`config.mk`:
```
export PLATFORM = sky130hd
export DESIGN_NAME = escritor_memoria
export DESIGN_NICKNAME = d
export VERILOG_FILES = /design/src/rtl/escritor_memoria.sv
export SDC_FILE = /design/constraint.sdc
export NUM_CORES = 1
export LEC_CHECK = 0
export CORE_UTILIZATION = 45
export CTS_CLUSTER_SIZE = 8
export DETAILED_ROUTE_END_ITERATION = 6
export GPL_ROUTABILITY_DRIVEN = 0
export HOLD_SLACK_MARGIN = 0.05
export SKIP_CTS_REPAIR_TIMING = 1
export SKIP_LAST_GASP = 1
export SYNTH_ARGS = -nofsm -noshare
export SYNTH_HDL_FRONTEND = slang
export SYNTH_SLANG_ARGS = --single-unit
```
`constraint.sdc`:
```
create_clock -name clk -period 4.8 [get_ports clk]
set_clock_uncertainty 0.15 [all_clocks]
set_input_delay 0.96 -clock clk [delete_from_list [all_inputs] [get_ports clk]]
set_output_delay 0.96 -clock clk [all_outputs]
set_load 0.005 [all_outputs]
```
`src/rtl/escritor_memoria.sv`:
```
`default_nettype none
// ============================================================================
// Module      : escritor_memoria
// Description : 32-byte byte-addressed memory. A two-state FSM stores a
//               32-bit word one byte per clock, little-endian, starting at a
//               5-bit byte address (wrapping modulo 32). A combinational port
//               reads four consecutive bytes as a little-endian word.
//               Optional feature macro: ESCRITOR_BYTE_MASK_EN adds a 4-bit
//               ByteMask input that selects which byte slots are stored.
// Revision    : 1.0 - initial release
// ============================================================================
module escritor_memoria #(
    parameter int SIZE = 32
) (
    input  logic            clk,
    input  logic            reset,
    input  logic            WriteEnable,
    input  logic [4:0]      WriteAddress,
    input  logic [SIZE-1:0] WriteData,
`ifdef ESCRITOR_BYTE_MASK_EN
    input  logic [3:0]      ByteMask,
`endif
    output logic            Busy,
    output logic            Done,
    input  logic [4:0]      ReadAddress,
    output logic [SIZE-1:0] ReadData
);

    localparam logic [0:0] c_IDLE  = 1'b0;
    localparam logic [0:0] c_WRITE = 1'b1;

    logic [0:0]      r_state;
    logic [0:0]      w_state_next;
    logic [4:0]      r_addr;
    logic [SIZE-1:0] r_data;
    logic [1:0]      r_cnt;
    logic            r_busy;
    logic            r_done;

    logic            w_accept;
    logic            w_last;
    logic            w_byte_wr;
    logic            w_mask_bit;
    logic [4:0]      w_wr_addr;
    logic [7:0]      w_wr_byte;
    logic [7:0]      w_mem [SIZE];

`ifdef ESCRITOR_BYTE_MASK_EN
    logic [3:0]      r_mask;

    // Mask is captured with the data so later changes cannot affect a word in flight
    always_ff @(posedge clk) begin
        if (reset) begin
            r_mask <= 4'b0000;
        end else if (w_accept) begin
            r_mask <= ByteMask;
        end
    end

    assign w_mask_bit = r_mask[r_cnt];
`else
    assign w_mask_bit = 1'b1;
`endif

    // State register
    always_ff @(posedge clk) begin
        if (reset) begin
            r_state <= c_IDLE;
        end else begin
            r_state <= w_state_next;
        end
    end

    // Next-state logic: four byte slots per word, then back to idle
    always_comb begin
        w_state_next = r_state;
        case (r_state)
            c_IDLE: begin
                if (WriteEnable) begin
                    w_state_next = c_WRITE;
                end
            end
            c_WRITE: begin
                if (r_cnt == 2'd3) begin
                    w_state_next = c_IDLE;
                end
            end
            default: w_state_next = c_IDLE;
        endcase
    end

    // Output decode: acceptance, last slot and per-slot byte write strobe
    always_comb begin
        w_accept  = 1'b0;
        w_last    = 1'b0;
        w_byte_wr = 1'b0;
        case (r_state)
            c_IDLE: begin
                w_accept = WriteEnable;
            end
            c_WRITE: begin
                w_last    = (r_cnt == 2'd3);
                w_byte_wr = w_mask_bit;
            end
            default: begin
                w_accept  = 1'b0;
            end
        endcase
    end

    // Busy follows the state being entered; Done marks the cycle after the last slot
    always_ff @(posedge clk) begin
        if (reset) begin
            r_busy <= 1'b0;
            r_done <= 1'b0;
        end else begin
            r_busy <= (w_state_next == c_WRITE);
            r_done <= w_last;
        end
    end

    // Request capture and byte-slot counter
    always_ff @(posedge clk) begin
        if (reset) begin
            r_addr <= 5'd0;
            r_data <= '0;
            r_cnt  <= 2'd0;
        end else if (w_accept) begin
            r_addr <= WriteAddress;
            r_data <= WriteData;
            r_cnt  <= 2'd0;
        end else if (r_state == c_WRITE) begin
            r_cnt  <= r_cnt + 2'd1;
        end
    end

    // 5-bit sum wraps modulo 32 naturally
    assign w_wr_addr = r_addr + {3'b000, r_cnt};
    assign w_wr_byte = r_data[{r_cnt, 3'b000} +: 8];

    // One byte register per location, preloaded with its own index; reset
    // deliberately leaves contents alone and only blocks a pending byte write
    for (genvar gi = 0; gi < SIZE; gi++) begin : g_mem
        logic [7:0] r_byte = 8'(gi);

        // Byte store when this location is the current slot target
        always_ff @(posedge clk) begin
            if (!reset && w_byte_wr && (w_wr_addr == 5'(gi))) begin
                r_byte <= w_wr_byte;
            end
        end

        assign w_mem[gi] = r_byte;
    end

    assign ReadData = {w_mem[ReadAddress + 5'd3],
                       w_mem[ReadAddress + 5'd2],
                       w_mem[ReadAddress + 5'd1],
                       w_mem[ReadAddress]};

    assign Busy = r_busy;
    assign Done = r_done;

endmodule
`default_nettype wire

```
== Word-level counts from Yosys, hierarchy flattened ==
Index checks and enable logic that the tools add are counted.
W data, S select, Z words.
Cells by class
  $add $sub $neg: 5
  $mul: 0
  divide/modulo/power cells: 0
  magnitude comparators: 4
  eq/ne operators: 32
  shifts and indexed selects: 1
  mux-type cells: 17
  bitwise gates (word level): 5
  reductions and logical operators: 37
Operator list (number)
  $bmux W8 S5: 4
  $eq A5 B5 Y1 const B: 16
  $mux W8: 8
  $eq A5 B4 Y1 const B: 8
  $logic_and A1 B1 Y1: 33
  $shiftx A32 B6 Y8: 1
  $ge A6 B6 Y1 const B: 4
  $not A5 Y6: 4
  $eq A5 B3 Y1 const B: 4
  $add A5 B2 Y5 const B: 2
  $eq A5 B2 Y1 const B: 2
  $add A5 B1 Y5 const B: 1
  $add A5 B2 Y5: 1
  $eq A5 B1 Y1 const B: 1
  $logic_not A5 Y1: 1
  $mux W1: 4
  $reduce_or A2 Y1: 2
  $add A2 B1 Y2 const B: 1
  $eq A2 B2 Y1 const B: 1
  $pmux W1 S2: 1
  $logic_not A1 Y1: 1
  $not A1 Y1: 1
Word-level totals
  bits in registers: 297
  latch bits: 0
  memory bits (writable): 0
  memory bits (read-only): 0
  bits of input ports: 45
  word-level logic and storage cells: 138
  memories: 0

== Logic depth before layout (Yosys ltp) ==
Gate-level depths: netlist (run 1).
  word-level depth: 5
  depth in mapped cells: 11

== Worst setup path after synthesis (run 1) ==
OpenSTA, ideal clock, no wires.
  kind: in2out
  start: input ReadAddress[0]
  end: output ReadData[30]
  arrival time: 3.246 ns
  path slack: 0.444 ns
  stages on the path: 11
  buffers on the path: 5
  path through: buf_4 > buf_6 > buf_6 > inv_2 > buf_2 > ha_1 > xor2_2 > buf_2 > mux4_2 > mux2i_1 > mux2i_1
Between the ends
  longest elaborated chain between the ends: 5
RTL lines
  start, declared: RTL line 25  | input logic [4:0] ReadAddress,
  $add A5 B2 Y5: RTL line 156  | assign ReadData = {w_mem[ReadAddress + 5'd3],
  $not A5 Y6 (not written as such): RTL line 156
  $bmux W8 S5: RTL line 156
  $mux W8 (not written as such) (2 in series): RTL line 156
  end, declared: RTL line 26  | output logic [SIZE-1:0] ReadData
No other way between the ends. The select of a mux whose other input is x is not followed.

== Worst setup path in the final report (run 1) ==
  start: input ReadAddress[4]
  end: output ReadData[16]
Between the ends
  longest elaborated chain between the ends: 5
RTL lines
  $add A5 B2 Y5: RTL line 157  | w_mem[ReadAddress + 5'd2],
  $not A5 Y6 (not written as such): RTL line 157
  $bmux W8 S5: RTL line 157
  $mux W8 (not written as such) (2 in series): RTL line 157
No other way between the ends. The select of a mux whose other input is x is not followed.

==> flow_metrics.py, run 1 <==
metrics = {
    "die": {
        "core_area_mm2": 0.0386,
        "die-area_mm2": 0.0400,
        "die_x_um": 200,
        "io_pins": 79,
        "start_util": 0.456,
        "rows": 72,
        "die_y_um": 200,
    },
    "sta": {
        "setup_viol": 0,
        "drv_slew": 0,
        "fin_crit_sh": 0.999,
        "fin_ws_ns": 0.00495,
        "worst_pin_slew_ns": 0.948,
        "finalHoldViolCount": 0,
        "relSlewSlack": 0.366,
        "rsz0062_at_grt": "yes",
        "layout_min_cycle_time_ns": 4.80,
        "max_freq_mhz": 209,
        "fin_tns_setup_ns": 0,
    },
    "critical_path": {
        "cp.required_ns": 3.69,
        "cp_cell_sequence": "clkdlybuf4s50_1 > buf_4 > clkinv_1 > buf_4 > nor2_1 > a32o_1 > a221oi_2 > buf_4 > clkdlybuf4s50_1",
        "arrival_ns": 3.69,
        "crit_type": "input pin to output pin",
        "path_max_fanout": 8,
        "startpoint_type": "input pin",
        "cpMaxStageDelayCell": "nor2_1",
        "critPathMostFrequentCell": "buf_4",
        "slowest_delay_ns": 0.62,
        "worst_setup_path_end_kind": "output pin",
        "crit_buf_inv": 6,
        "path_delay_family": "buffers and inverters",
    },
    "synth": {
        "ys_types": 48,
        "synth_top_family_by_area": "multiplexers",
        "ys_warn_count": 0,
        "synth_seq_area_share": 0.483,
        "syn-cell-area_mm2": 0.0176,
        "yosys.area_share.adder": 0.00610,
        "ys_ff_latch": 297,
        "synthSimpleGateAreaFrac": 0.0246,
        "synth_compound_area_frac": 0.0581,
        "synth_edf_count": 256,
        "syn_nets": 1139,
        "synthMuxAreaShare": 0.389,
        "ys_async_sr_fraction": 0,
        "synthCells": 1086,
        "synth_xor_area_frac": 0.00901,
        "postSynthAreaPerCell_um2": 16.2,
        "ys.flop_type": "edfxtp_1",
    },
    "place": {
        "dp_hpwl_mm": 37.8,
        "pre_cts_ws_ns": -0.0532,
        "post_dp_cell_area_mm2": 0.0196,
        "io_buffers": 78,
    },
    "grt": {
        "antenna_found_initial": 1,
        "grt_pass1_wl_mm": 79.5,
        "grt_max_degree": 67,
        "grt_overflow": 0,
        "grt_pass1_vias": 11432,
        "grt_usage": 0.284,
    },
    "finish": {
        "final_common_cell": "edfxtp_1",
        "final_area_mm2": 0.0208,
        "final_nets": 1283,
        "drive_above_1_share": 0.339,
        "layout_common_cells": "edfxtp_1, mux4_2, mux2i_1",
        "antenna_cells": 0,
        "area_growth_pct": 18.2,
    },
    "pwr": {
        "irDropWorstVdd_mv": 0.250,
        "power.total_mw": 6.91,
        "power_density_mw_per_mm2": 332,
        "p_leak_nw": 7.14,
    },
    "clocking": {
        "cts_tree": "built",
        "h-tree-depth": 2,
        "numCtsBuffers": 43,
        "cts_buffer_depth": 3,
        "clk_pin_slew_ns": 0.05,
        "clk-insertion-delay-late_ns": 0.57,
        "clock-sinks": 297,
        "cts_root_buffer": "clkbuf_16",
    },
    "route": {
        "totalWireLength_mm": 55.0,
        "wire_per_inst_um": 31.1,
        "num_vias": 11425,
        "drtIter0Drc": 1025,
        "first_pass_iters": 7,
        "via_per_inst": 6.47,
        "ant_nets": 0,
        "drc": 0,
    },
    "hold_path": {
        "hp-class": "flip-flop to flip-flop",
    },
    "status": {
        "outcome": "finished, final reports clean",
    },
    "flow_run": {
        "max-cap-violations": 0,
    },
}
[layout make-up]
type	count	area [um^2]
fill	3123	17800
multi-input combinational	698	8690
sequential	297	8510
clock inverter	4	57.6
inverter	4	15.0
tap	518	648
timing repair buffer	186	1780
clock buffer	60	1140
[cells in the mapped netlist, drive strengths merged, types with 2 or more instances]
| cell | count | share of area |
|---|---|---|
| nand4 | 2 | 0.00071 |
| mux2i | 137 | 0.078 |
| xor2 | 7 | 0.0048 |
| a32o | 8 | 0.0045 |
| nand2b | 2 | 0.00071 |
| inv | 3 | 0.00064 |
| nand2 | 17 | 0.0036 |
| xnor2 | 6 | 0.0043 |
| o211ai | 8 | 0.0034 |
| edfxtp | 256 | 0.44 |
| dfxtp | 41 | 0.047 |
| mux2 | 136 | 0.087 |
| mux4 | 176 | 0.22 |
| a21o | 8 | 0.0034 |
| ha | 7 | 0.0050 |
| nor2b | 7 | 0.0025 |
| and3 | 2 | 0.00071 |
| nand3 | 11 | 0.0031 |
| clkbuf | 32 | 0.0068 |
| a22o | 37 | 0.018 |
| a22oi | 16 | 0.0068 |
| o21ai | 11 | 0.0031 |
| nor2 | 45 | 0.0096 |
| and2 | 3 | 0.0011 |
| a31oi | 2 | 0.00071 |
| a221oi | 16 | 0.0079 |
| a2bb2oi | 7 | 0.0035 |
| a21oi | 18 | 0.0053 |
| buf | 55 | 0.022 |
[state kept, by name (all words and copies together), names as in the netlist]
name / cells
g_mem.r_byte: 256
r_data: 32
r_addr: 5
r_cnt: 2
Busy: 1
Done: 1
[layer usage]
metal	vias up	track usage	wire length, um
li1	4853	-	-
met4	2	0.0953	1730
met1	5926	0.380	22200
met3	93	0.0721	5100
met2	551	0.451	26000
met5	-	0	13
[worst register-to-register path, delay by kind of cell, from the launching register on]
kind                     cells  cell delay [ns]
XOR/XNOR                     1             0.32
adder cells (fa/ha/maj)      2             0.54
flip-flops                   1             0.74
AND/OR/NAND/NOR              3             1.14
[path summary, 6_finish.rpt]
check                                from  slack [ns]                             to  cells past startpoint
hold / removal    r_data[11]$_SDFFE_PP0P_        0.32        r_data[11]$_SDFFE_PP0P_                      1
hold reg to reg   r_data[11]$_SDFFE_PP0P_        0.32        r_data[11]$_SDFFE_PP0P_                      1
setup reg to reg    r_cnt[0]$_SDFFE_PP0P_        1.52  g_mem[22].r_byte[5]$_DFFE_PP_                      6
setup / recovery           ReadAddress[4]       0.005                   ReadData[16]                      9
[power by group]
part	internal (mW)	total (mW)	switching (mW)
clock	1.64	2.79	1.15
sequential	2.86	2.88	0.0235
combinational	0.603	1.24	0.633
[per-stage QoR]
| stage | cells | utilization | hold WS (ns) |
|---|---|---|---|
| finish | 1767 | 0.539 | 0.322 |
| global route | 1767 | 0.539 | 0.342 |
| CTS | 1762 | 0.537 | 0.325 |
| detailed placement | 1698 | 0.506 | 0.312 |
| global placement | 1698 | 0.506 | 0.306 |
| floorplan | 1086 | - | 0.294 |
[kinds of logic (layout without fill, tap and decap cells)]
family / Yosys count / in the layout
XOR/XNOR: 13 / 13
AO/OA/AOI/OAI: 133 / 133
adder cells (fa/ha/maj): 8 / 8
AND/OR/NAND/NOR: 95 / 95
buffers and inverters: 91 / 254
flip-flops: 297 / 297
multiplexers: 449 / 449
(Power assumes the default switching activity.)
==> run 2: changes to the inputs <==
CELL_PAD_IN_SITES_DETAIL_PLACEMENT = 0   (was not set)
CELL_PAD_IN_SITES_GLOBAL_PLACEMENT = 1   (was not set)
PLACE_DENSITY_LB_ADDON = 0.1   (was not set)
RECOVER_POWER = 100   (was not set)
==> flow_metrics.py, run 2 (synthesis results as in run 1) <==
metrics = {
    "status": {
        "outcome": "finished, final reports clean",
    },
    "finish": {
        "largestRegisters": "g_mem.r_byte (256), r_data (32), r_addr (5)",
        "final_common_cell": "edfxtp_1",
        "drive_above_1_share": 0.300,
        "regMostFlops": "g_mem.r_byte",
        "layout_common_cells": "edfxtp_1, mux4_2, mux2i_1",
        "antenna_cells": 0,
        "largest_reg_flops": 256,
        "final_nets": 1268,
        "fillers": 3176,
        "area_growth_pct": 17.3,
    },
    "route": {
        "drtIter0Drc": 981,
        "via_per_inst": 6.35,
        "met1_length_mm": 22.3,
        "ant_nets": 0,
        "highest_layer": "met4",
        "drc": 0,
        "wire_per_inst_um": 30.3,
        "met3_length_mm": 3.00,
        "num_vias": 11112,
        "met2WireLength_mm": 26.3,
        "first_pass_iters": 5,
        "totalWireLength_mm": 53.1,
    },
    "die": {
        "io_pins": 79,
        "core_area_mm2": 0.0386,
        "die_x_um": 200,
        "die-area_mm2": 0.0400,
        "rows": 72,
        "die_y_um": 200,
        "start_util": 0.456,
    },
    "sta": {
        "finalHoldViolCount": 0,
        "relSlewSlack": 0.0529,
        "whs_ns": 0.319,
        "rsz0062_at_grt": "no",
        "layout_min_cycle_time_ns": 4.75,
        "worst_pin_slew_ns": 1.42,
        "drv_slew": 0,
        "fin_crit_sh": 0.989,
        "max_freq_mhz": 211,
        "setup_viol": 0,
    },
    "place": {
        "io_buffers": 78,
        "dp_hpwl_mm": 37.3,
    },
    "critical_path": {
        "arrival_ns": 3.64,
        "crit_type": "input pin to output pin",
        "worst_setup_path_end_kind": "output pin",
        "path_max_fanout": 10,
        "startpoint_type": "input pin",
        "cp.required_ns": 3.69,
    },
    "flow_run": {
        "max-cap-violations": 0,
    },
    "pwr": {
        "power.total_mw": 6.91,
        "power_density_mw_per_mm2": 334,
        "p_leak_nw": 6.96,
        "irDropWorstVdd_mv": 0.247,
    },
    "grt": {
        "grt_pass1_vias": 11183,
        "grt_usage": 0.272,
        "grt_overflow": 0,
        "grt_pass1_wl_mm": 76.1,
        "antenna_found_initial": 0,
        "grt_max_degree": 69,
    },
    "clocking": {
        "cts_buffer_depth": 3,
        "cts_tree": "built",
        "cts_root_buffer": "clkbuf_16",
        "clock-sinks": 297,
        "numCtsBuffers": 43,
        "h-tree-depth": 2,
        "clk_pin_slew_ns": 0.05,
        "clk-insertion-delay-late_ns": 0.57,
    },
    "hold_path": {
        "hp-class": "flip-flop to flip-flop",
    },
}
[run 2: path summary, 6_finish.rpt]
kind                                              start                            end  slack (ns)  cells past startpoint
worst min register to register  r_data[26]$_SDFFE_PP0P_        r_data[26]$_SDFFE_PP0P_        0.32                      1
worst max register to register    r_cnt[0]$_SDFFE_PP0P_  g_mem[19].r_byte[0]$_DFFE_PP_        1.20                      7
worst max-delay path                     ReadAddress[1]                   ReadData[28]        0.05                     10
worst min-delay path            r_data[26]$_SDFFE_PP0P_        r_data[26]$_SDFFE_PP0P_        0.32                      1
[run 2: critical path: stages]
cell,delay (ns)
clkbuf_2,0.13
inv_1,0.18
ha_1,0.31
xor2_4,0.20
buf_4,0.17
clkbuf_16,0.20
mux4_2,0.52
mux2i_1,0.29
mux2i_1,0.17
clkdlybuf4s50_1,0.49
[run 2: where the power goes]
part / leakage [nW] / switching [mW] / internal [mW]
sequential: 2.58 / 0.0227 / 2.86
clock: 0.587 / 1.12 / 1.69
combinational: 3.80 / 0.624 / 0.598
total: 6.96 / 1.77 / 5.15
[run 2: cell type report]
| class | count | area (um^2) | share of cell area |
|---|---|---|---|
| clock buffer | 58 | 1130 | 0.0548 |
| clock inverter | 5 | 82.6 | 0.00399 |
| inverter | 4 | 15.0 | 0.000726 |
| multi-input combinational | 698 | 8670 | 0.419 |
| sequential | 297 | 8510 | 0.411 |
| tap | 518 | 648 | 0.0313 |
| timing repair buffer | 171 | 1620 | 0.0784 |
[run 2: metrics by stage]
stage	std cells	TNS (ns)	utilization	worst slack [ns]	area (um^2)
final	1751	0	0.535	0.0546	20700
after global routing	1751	0	0.535	0.00699	20700
after CTS	1748	0	0.537	0.0134	20800
after detailed placement	1685	0	0.506	0.0142	19500
after global placement	1685	-0.0662	0.506	-0.0662	19500
after floorplan	1086	0	-	0.444	17600
[run 2: metal layers]
layer,global-route usage,vias up
met4,0.0941,0
li1,-,4827
met1,0.364,5789
met2,0.457,416
met5,0,-
met3,0.0351,80
